### config.mk
export PLATFORM = sky130hd
export DESIGN_NAME = instr_queue
export DESIGN_NICKNAME = d
export VERILOG_FILES = /design/src/rtl/instr_queue.sv
export SDC_FILE = /design/constraint.sdc
export NUM_CORES = 1
export LEC_CHECK = 0
export CORE_AREA = 4 4 134 136
export CTS_CLUSTER_DIAMETER = 100
export DETAILED_ROUTE_END_ITERATION = 10
export DIE_AREA = 0 0 138 140
export PLACE_DENSITY = 0.84
export SYNTH_ARGS = -nofsm -noshare
export SYNTH_HDL_FRONTEND = slang
export SYNTH_SLANG_ARGS = --single-unit
### constraint.sdc
create_clock -name clk -period 8.5 [get_ports clk]
set_input_delay 1.275 -clock clk [delete_from_list [all_inputs] [get_ports clk]]
set_output_delay 1.275 -clock clk [all_outputs]
set_load 0.02 [all_outputs]
### src/rtl/instr_queue.sv
// Halfword instruction queue between ICache fetch and Thumb/Thumb-2 decode.
// Accepts one 16-bit halfword per cycle and presents whole 16- or 32-bit instructions at the head.
module instr_queue #(
  parameter int DEPTH = 4
) (
  input  logic                       clk,
  input  logic                       not_reset,
  input  logic                       in_valid,
  input  logic [31:0]                in_index,
  input  logic [15:0]                in_data,
  output logic                       in_ready,
  input  logic                       flush,
  input  logic                       out_ready,
  output logic                       out_valid,
  output logic                       out_wide,
  output logic [31:0]                out_data,
  output logic [31:0]                out_index,
  output logic [$clog2(DEPTH+1)-1:0] count
);

  localparam int PW = (DEPTH > 1) ? $clog2(DEPTH) : 1;
  localparam int CW = $clog2(DEPTH + 1);
  localparam logic [CW-1:0] FULL_COUNT = CW'(DEPTH);

  logic [15:0]   r_data  [DEPTH];
  logic [31:0]   r_index [DEPTH];
  logic [PW-1:0] r_head;
  logic [PW-1:0] r_tail;
  logic [CW-1:0] r_count;

  logic [PW-1:0] w_head_plus1;
  logic [15:0]   w_hw0;
  logic [15:0]   w_hw1;
  logic          w_wide;
  logic          w_valid;
  logic          w_push;
  logic          w_pop;
  logic [1:0]    w_pop_cnt;

  assign w_head_plus1 = r_head + PW'(1);
  assign w_hw0        = r_data[r_head];
  assign w_hw1        = r_data[w_head_plus1];

  // Prefixes 11101/11110/11111 open a 32-bit Thumb-2 encoding.
  assign w_wide = (w_hw0[15:13] == 3'b111) && (w_hw0[12:11] != 2'b00);

  // NOTE: always_comb assigns every output a default first, so no path leaves a
  // signal unassigned and no latch can be inferred.
  always_comb begin
    w_valid   = 1'b0;
    w_pop_cnt = 2'd0;
    if (w_wide) begin
      w_valid = (r_count >= CW'(2));
    end else begin
      w_valid = (r_count >= CW'(1));
    end
    w_pop = w_valid && out_ready && !flush;
    if (w_pop) begin
      w_pop_cnt = w_wide ? 2'd2 : 2'd1;
    end
  end

  // Readiness depends only on the registered occupancy, never on the consumer side.
  assign in_ready = (r_count < FULL_COUNT);
  assign w_push   = in_valid && in_ready && !flush;

  always_comb begin
    out_valid = w_valid;
    out_wide  = w_wide;
    out_index = r_index[r_head];
    out_data  = {16'h0000, w_hw0};
    if (w_wide) begin
      out_data = {w_hw0, w_hw1};
    end
  end

  assign count = r_count;

  // NOTE: the entry storage is reset as well, so the head outputs read 0 rather
  // than X after reset and stale data never leaks as unknowns.
  always_ff @(posedge clk or negedge not_reset) begin
    if (!not_reset) begin
      for (int i = 0; i < DEPTH; i++) begin
        r_data[i]  <= '0;
        r_index[i] <= '0;
      end
    end else if (w_push) begin
      r_data[r_tail]  <= in_data;
      r_index[r_tail] <= in_index;
    end
  end

  // NOTE: sequential state uses non-blocking assignments so every register sees
  // the pre-edge values of the others, matching the hardware it describes.
  always_ff @(posedge clk or negedge not_reset) begin
    if (!not_reset) begin
      r_head  <= '0;
      r_tail  <= '0;
      r_count <= '0;
    end else if (flush) begin
      r_head  <= r_tail;
      r_count <= '0;
    end else begin
      r_head  <= r_head + PW'(w_pop_cnt);
      r_tail  <= r_tail + PW'(w_push);
      r_count <= r_count + CW'(w_push) - CW'(w_pop_cnt);
    end
  end

endmodule

==> results of run 1 <==
## worst min-delay path by stage
stage / cells after the start / startpoint / end / slack [ps]
2_1_floorplan: 1 / r_index[32]$_DFFE_PN0P_ / r_index[32]$_DFFE_PN0P_ / 470
3_3_place_gp: 1 / r_index[44]$_DFFE_PN0P_ / r_index[44]$_DFFE_PN0P_ / 480
3_5_place_dp: 1 / r_index[46]$_DFFE_PN0P_ / r_index[46]$_DFFE_PN0P_ / 490
4_1_cts: 1 / r_index[4]$_DFFE_PN0P_ / r_index[4]$_DFFE_PN0P_ / 510
5_1_grt: 1 / r_index[107]$_DFFE_PN0P_ / r_index[107]$_DFFE_PN0P_ / 510
6_report: 1 / r_index[118]$_DFFE_PN0P_ / r_index[118]$_DFFE_PN0P_ / 500
## through the flow
step                setup WS, ps  power (mW)  std cells  area, µm²  hold slack (ps)
floorplan                   5010        3.35        732       9880              474
global placement            3270        4.10       1036      11300              481
detailed placement          3170        4.22       1036      11300              490
CTS                         2700        5.05       1068      11900              507
global route                2520        5.30       1070      11900              512
finish                      2690        5.02       1070      11900              504
## final cells by class
type	instances	share of cell area (%)
timing repair buffer	130	10.8
sequential	199	42.1
multi-input combinational	472	39.3
clock buffer	21	3.97
clock inverter	11	1.03
tap	225	2.37
antenna	2	0.0422
inverter	10	0.338
## flip-flops by register name (all words and copies together), names as in the netlist
signal / cells
r_tail: 2
count: 3
r_index: 128
r_data: 64
r_head: 2
## cells in the final DEF, fill, tap and decap left out, types with 4 or more instances in the layout
master / n
a211o_1: 13
inv_1: 8
o21a_1: 13
nand2_1: 58
mux2_4: 6
nor2_1: 40
clkinvlp_4: 4
dfrtp_1: 197
clkbuf_16: 17
a21oi_1: 5
clkbuf_8: 4
buf_4: 8
xnor2_1: 4
clkdlybuf4s50_1: 121
mux2_2: 196
mux4_2: 34
and2_1: 5
mux2i_1: 57
## per-layer routing
metal	up-vias	track usage (%)
li1	2844	-
met3	22	5.70
met2	159	41.6
met5	-	0
met1	3377	29.0
met4	0	5.30
## logic make-up (layout without fill, tap and decap cells)
logic type                 after synthesis  in the layout  synth area share (%)
other                                    0              2                     0
xor gates and xnor gates                 6              6                 0.532
buffers and inverters                   61            172                  2.62
DFF                                    199            199                  50.4
AOI/OAI and AO/OA                       43             43                  3.25
and+or+nand+nor                        125            125                  5.61
adders and majority gates                4              4                 0.582
muxes                                  294            294                  37.0
## worst register-to-register path: cells and delay by family, from the launching register on
family | cells | cell delay, ps
XOR/XNOR | 3 | 530
adder cells (fa/ha/maj) | 2 | 530
buffers and inverters | 3 | 1140
flip-flops | 1 | 670
multiplexers | 1 | 480
AND/OR/NAND/NOR | 4 | 820
## power by group through the flow
stage	clock, mW	combinational (mW)	sequential [mW]
final	0.800	2.46	1.76
after detailed placement	0	2.46	1.76
after floorplan	0	1.74	1.61
after CTS	0.816	2.48	1.75
after global routing	0.855	2.63	1.82
after global placement	0	2.39	1.71
==> run metrics, run 1 <==
highest metal used=met4; vias=6402; number of global-route vias before repair=approximately 6900; CP Data Required Time=about 7200 ps; peak supply drop=0.000305 V; Post-synth EDFFs=0; Post-CTS Hold Fix Bufs=0; Num CTS Buffers=17; crit-path cells=buf_4 -> mux4_2 -> or2_1 -> nand3_4 -> inv_4 -> mux2_2 -> a211o_1 -> clkdlybuf4s50_1; register area=around 0.0050 mm²; Post-Syn Area=around 0.01 mm²; Final Cycle Share=just under 70%; unrepaired setup endpoints after global routing=false; CTS tree=built; Clock transition at path regs=70 ps; FF-to-FF setup slack=around 4200 ps; Synth Net Count=slightly below 800; CP Capture Type=output port; register area share after synthesis=about half; Yosys warning count=0; core region area=0.0169 mm²; Syn Area/Cell=~14 µm²; Worst path max stage delay=about 810 ps; M1 wire length=about 9.1 mm; Die ar.=0.0193 mm²; DRT iter0 DRCs=~390; Worst path top cell family by delay=buffers and inverters; Slew Limit Fails=0; Pre-antenna DRT Iters=7; nets=887; Power Density=approximately 420 mW/mm²; DRC viols=0; Unique masters post-synth=44; NetSw=~1.8 mW; Final Hold Fails=0; Setup crit end=out_data[4]; global-route wire length before repair=36.3 mm; height of the chip=~140 µm; Final Util=a little over two thirds; antenna violations before repair=2; Avg WL per Cell=between 20 and 25 µm; ys flop type=dfrtp_1; WP buf/inv=3; GRT Util Overall=a little under a quarter; most common cell in the netlist=dfrtp_1; GRT overflow=0; most frequent cells after synthesis=dfrtp_1, mux2_2, nand2_1; Site Rows=between 40 and 50; Reg2Reg Depth=13; top cells by area, synth=dfrtp_1, mux2_2, mux4_2; largest net degree at the start of global routing=~130; Fin Setup TNS=0 ps; gpl congestion=0.809; post-CTS setup buffers=0; critical path's slowest cell=buf_4; combinational power share=around half; Starting Density=58.4%; Worst Tran Pin Value=about 1200 ps; H-tree levels=4; metal3 WL=1.04 mm; Clk pwr share=roughly 16%; multi-input logic area=approximately 0.0047 mm²; worst-path fanout max=65; worst r2r dst=count[2]$_DFF_PN0_; Synth top area share=50.4%; clock sink total=just under 200; Routed Antenna Nets=0; Max-cap violations=0; fraction of layout cells with a size suffix above 1=34.2%; critical path class=register to output port; Period minus WS final=5810 ps; Int Power=around 3.2 mW; Async S/R FF share, synth=100%; FMAX=172 MHz; P&R area growth vs syn=19.9%; clock buffer depth=2; cell count after synthesis=between 700 and 800; I/O pin count=123; clock skew=between 7 and 8 ps; endpoints failing setup=0; worst skew pair latency=430 ps; hold crit path type=register to register; Vias/cell=5.98; routed wire length on met2=between 10 and 15 mm; flops & latches, synth=between 150 and 200; startpoint type of the worst setup path=register; crit path from=r_head[1]$_DFF_PN0_; PortBufs=roughly 120; slew margin rel.=17.1%; area leader, netlist=dfrtp_1; sequential power share=a little over a third; Die Wd=around 140 µm; Worst R2R Start=r_head[1]$_DFF_PN0_; clock tree root driver cell=clkbuf_16; # fillers=approximately 1100; Sw Share=between 30% and 40%; Arr. time, crit path=approximately 4500 ps; P_leak=between 5 and 6 nW; outcome=finished, final reports clean; Detail Placement HPWL=approximately 14 mm; post-CTS sizing=0; WL final=about 22 mm; cell count along the critical path=8
No activity file was read; power rests on OpenSTA's default activity.
==> inputs of run 2 (changes only) <==
CORE_AREA = 4 4 138 140   (was 4 4 134 136)
DIE_AREA = 0 0 142 144   (was 0 0 138 140)
PLACE_DENSITY = 0.8   (was 0.84)
clock period = 5.5 ns   (was 8.5 ns; I/O delays follow)
==> run 2 against run 1 <==
Net effect: die area rose by 5.8%; utilization down 3.6 points; clock power rose by 44%; non-clock buffer count up 3; total power increased by 53%; cell count up 0.56%; sequential power grew 59%; sequential share of layout area barely moved; combinational power grew 52%; critical endpoint is now out_data[0]; largest cell class unchanged.
==> run metrics, run 2 (synthesized netlist as in run 1, its figures left out) <==
nets=890 (was 887); Post-CTS Hold Fix Bufs=0 (unchanged); Pre-antenna DRT Iters=5 (was 7); CP Data Required Time=4680 ps (was 7220 ps); peak supply drop=0.000410 V (was 0.000305 V); height of the chip=144 µm (was 140 µm); CTS tree=built (unchanged); commonest non-fill, non-tap cell in the layout=dfrtp_1 (unchanged); Sw Share=37.1% (was 36.3%); vias=6414 (was 6402); leading cell types in the layout, fill and taps excluded=dfrtp_1, mux2_2, clkdlybuf4s50_1 (unchanged); met3 usage=5.16% (was 5.70%); number of global-route vias before repair=6918 (was 6942); Max-cap violations=0 (unchanged); Design Power=7.68 mW (was 5.02 mW); met2 Track Usage GR=38.7% (was 41.6%); Worst Tran Pin Value=1280 ps (was 1240 ps); Period minus WS final=4970 ps; worst skew pair latency=430 ps (about the same); post-CTS sizing=0 (unchanged); Most flops, register=r_index (unchanged); Num CTS Buffers=17 (unchanged); WL final=22.2 mm (was 22.0 mm); clock buffer depth=2 (unchanged); startpoint type of the worst setup path=register (unchanged); GRT overflow=0 (unchanged); clock tree root driver cell=clkbuf_16 (unchanged); largest net degree at the start of global routing=97 (was 129); Site Rows=49 (was 48); Die ar.=0.0204 mm² (was 0.0193 mm²); hold crit path type=input port to async pin (was register to register); NetSw=2.85 mW (was 1.82 mW); clock sink total=199 (unchanged); Avg WL per Cell=20.7 µm (was 20.6 µm); core region area=0.0178 mm² (was 0.0169 mm²); DRC viols=0 (unchanged); Clk pwr share=15.0% (was 15.9%); Final Hold Fails=0 (unchanged); global-route wire length before repair=35.9 mm (was 36.3 mm); gpl congestion=0.813 (was 0.809); register area=0.00499 mm² (unchanged); PortBufs=122 (unchanged); Fin Setup TNS=0 ps (unchanged); GR Util met1=28.2% (was 29.0%); crit path from=r_head[0]$_DFF_PN0_ (was r_head[1]$_DFF_PN0_); H-tree levels=4 (unchanged); Detail Placement HPWL=14.4 mm (was 14.1 mm); # fillers=1233 (was 1145); outcome=finished, final reports clean (unchanged); Final Util=66.4% (was 70.0%); endpoints failing setup=0 (unchanged); worst-path fanout max=68 (was 65); Clock transition at path regs=70 ps (about the same); post-CTS setup buffers=0 (unchanged); combinational power share=48.7% (was 49.1%); FMAX=~200 MHz; Starting Density=55.4% (was 58.4%); Routed Antenna Nets=0 (unchanged); Worst R2R Start=r_head[0]$_DFF_PN0_ (was r_head[1]$_DFF_PN0_); Int Power=4.83 mW (was 3.20 mW); antenna violations before repair=2 (unchanged); multi-input logic area=0.00466 mm² (unchanged); Worst Setup Slack, final=531 ps (was 2690 ps); P_leak=5.02 nW (was 5.01 nW); cell area after layout=0.0118 mm² (was 0.0119 mm²); CP Capture Type=output port (unchanged); I/O pin count=123 (unchanged); sequential power share=36.3% (was 35.0%); slew margin rel.=14.2% (was 17.1%); instance area after placement=0.0113 mm² (about the same); Vias/cell=5.96 (was 5.98); P&R area growth vs syn=19.8% (was 19.9%); critical path class=register to output port (unchanged); clock skew=9.48 ps (was 7.31 ps); Slew Limit Fails=0 (unchanged); unrepaired setup endpoints after global routing=false (unchanged); global routing's busiest layer=met2 (unchanged); Power Density=649 mW/mm² (was 423 mW/mm²); Final Cycle Share=90.3%; dpl ws=1030 ps (was 3170 ps); DRT iter0 DRCs=419 (was 386); fraction of layout cells with a size suffix above 1=34.5% (was 34.2%); Die Wd=142 µm (was 138 µm); max reg flops=128 (unchanged); Arr. time, crit path=4140 ps (was 4540 ps); GRT Util Overall=22.4% (was 23.3%)
## run 2: critical path, cell delays in order (launching register included)
cell and delay, ps:
dfrtp_4 1070, mux4_1 440, or2_1 190, nand3_4 160, inv_4 580, mux2_2 410, a211o_1 240, clkdlybuf4s50_1 560
## run 2: cell type report
type | instances | share of cell area [%]
flip-flops and latches | 199 | 42.1
repair buffers | 133 | 11.1
clock buffers | 17 | 3.59
clock inverters | 15 | 0.983
well taps | 229 | 2.42
inverters | 10 | 0.338
multi-input cells | 472 | 39.4
diodes | 1 | 0.0211
## run 2: worst paths after layout
check / end / slack (ps) / depth (start not counted)
max in group asynchronous: r_index[127]$_DFFE_PN0P_ / 3800 / 2
setup reg to reg: count[2]$_DFF_PN0_ / 1380 / 12
hold / removal: count[1]$_DFF_PN0_ / 450 / 1
min in group clk: r_index[57]$_DFFE_PN0P_ / 500 / 1
setup / recovery: out_data[0] / 530 / 7
hold reg to reg: r_index[57]$_DFFE_PN0P_ / 500 / 1
## run 2: routing by layer
layer / share of wire (%) / wire length [µm] / vias to the layer above
met5: 0.054 / 12 / -
met3: 4.8 / 1070 / 25
met1: 42 / 9270 / 3352
met2: 52 / 11600 / 174
met4: 1.5 / 342 / 2
li1: - / - / 2861
## run 2: stage by stage
stage                     std cells  hold WS [ps]
after CTS                      1075           498
after detailed placement       1043           487
final                          1076           447
after global routing           1076           514
after floorplan                 732           474
after global placement         1043           481
## run 2: power by group through the flow
stage | combinational [mW] | clock (mW) | sequential (mW)
floorplan | 2.69 | 0 | 2.49
global placement | 3.64 | 0 | 2.71
detailed placement | 3.75 | 0 | 2.81
CTS | 3.78 | 1.18 | 2.78
global route | 4.01 | 1.23 | 2.88
finish | 3.74 | 1.15 | 2.79
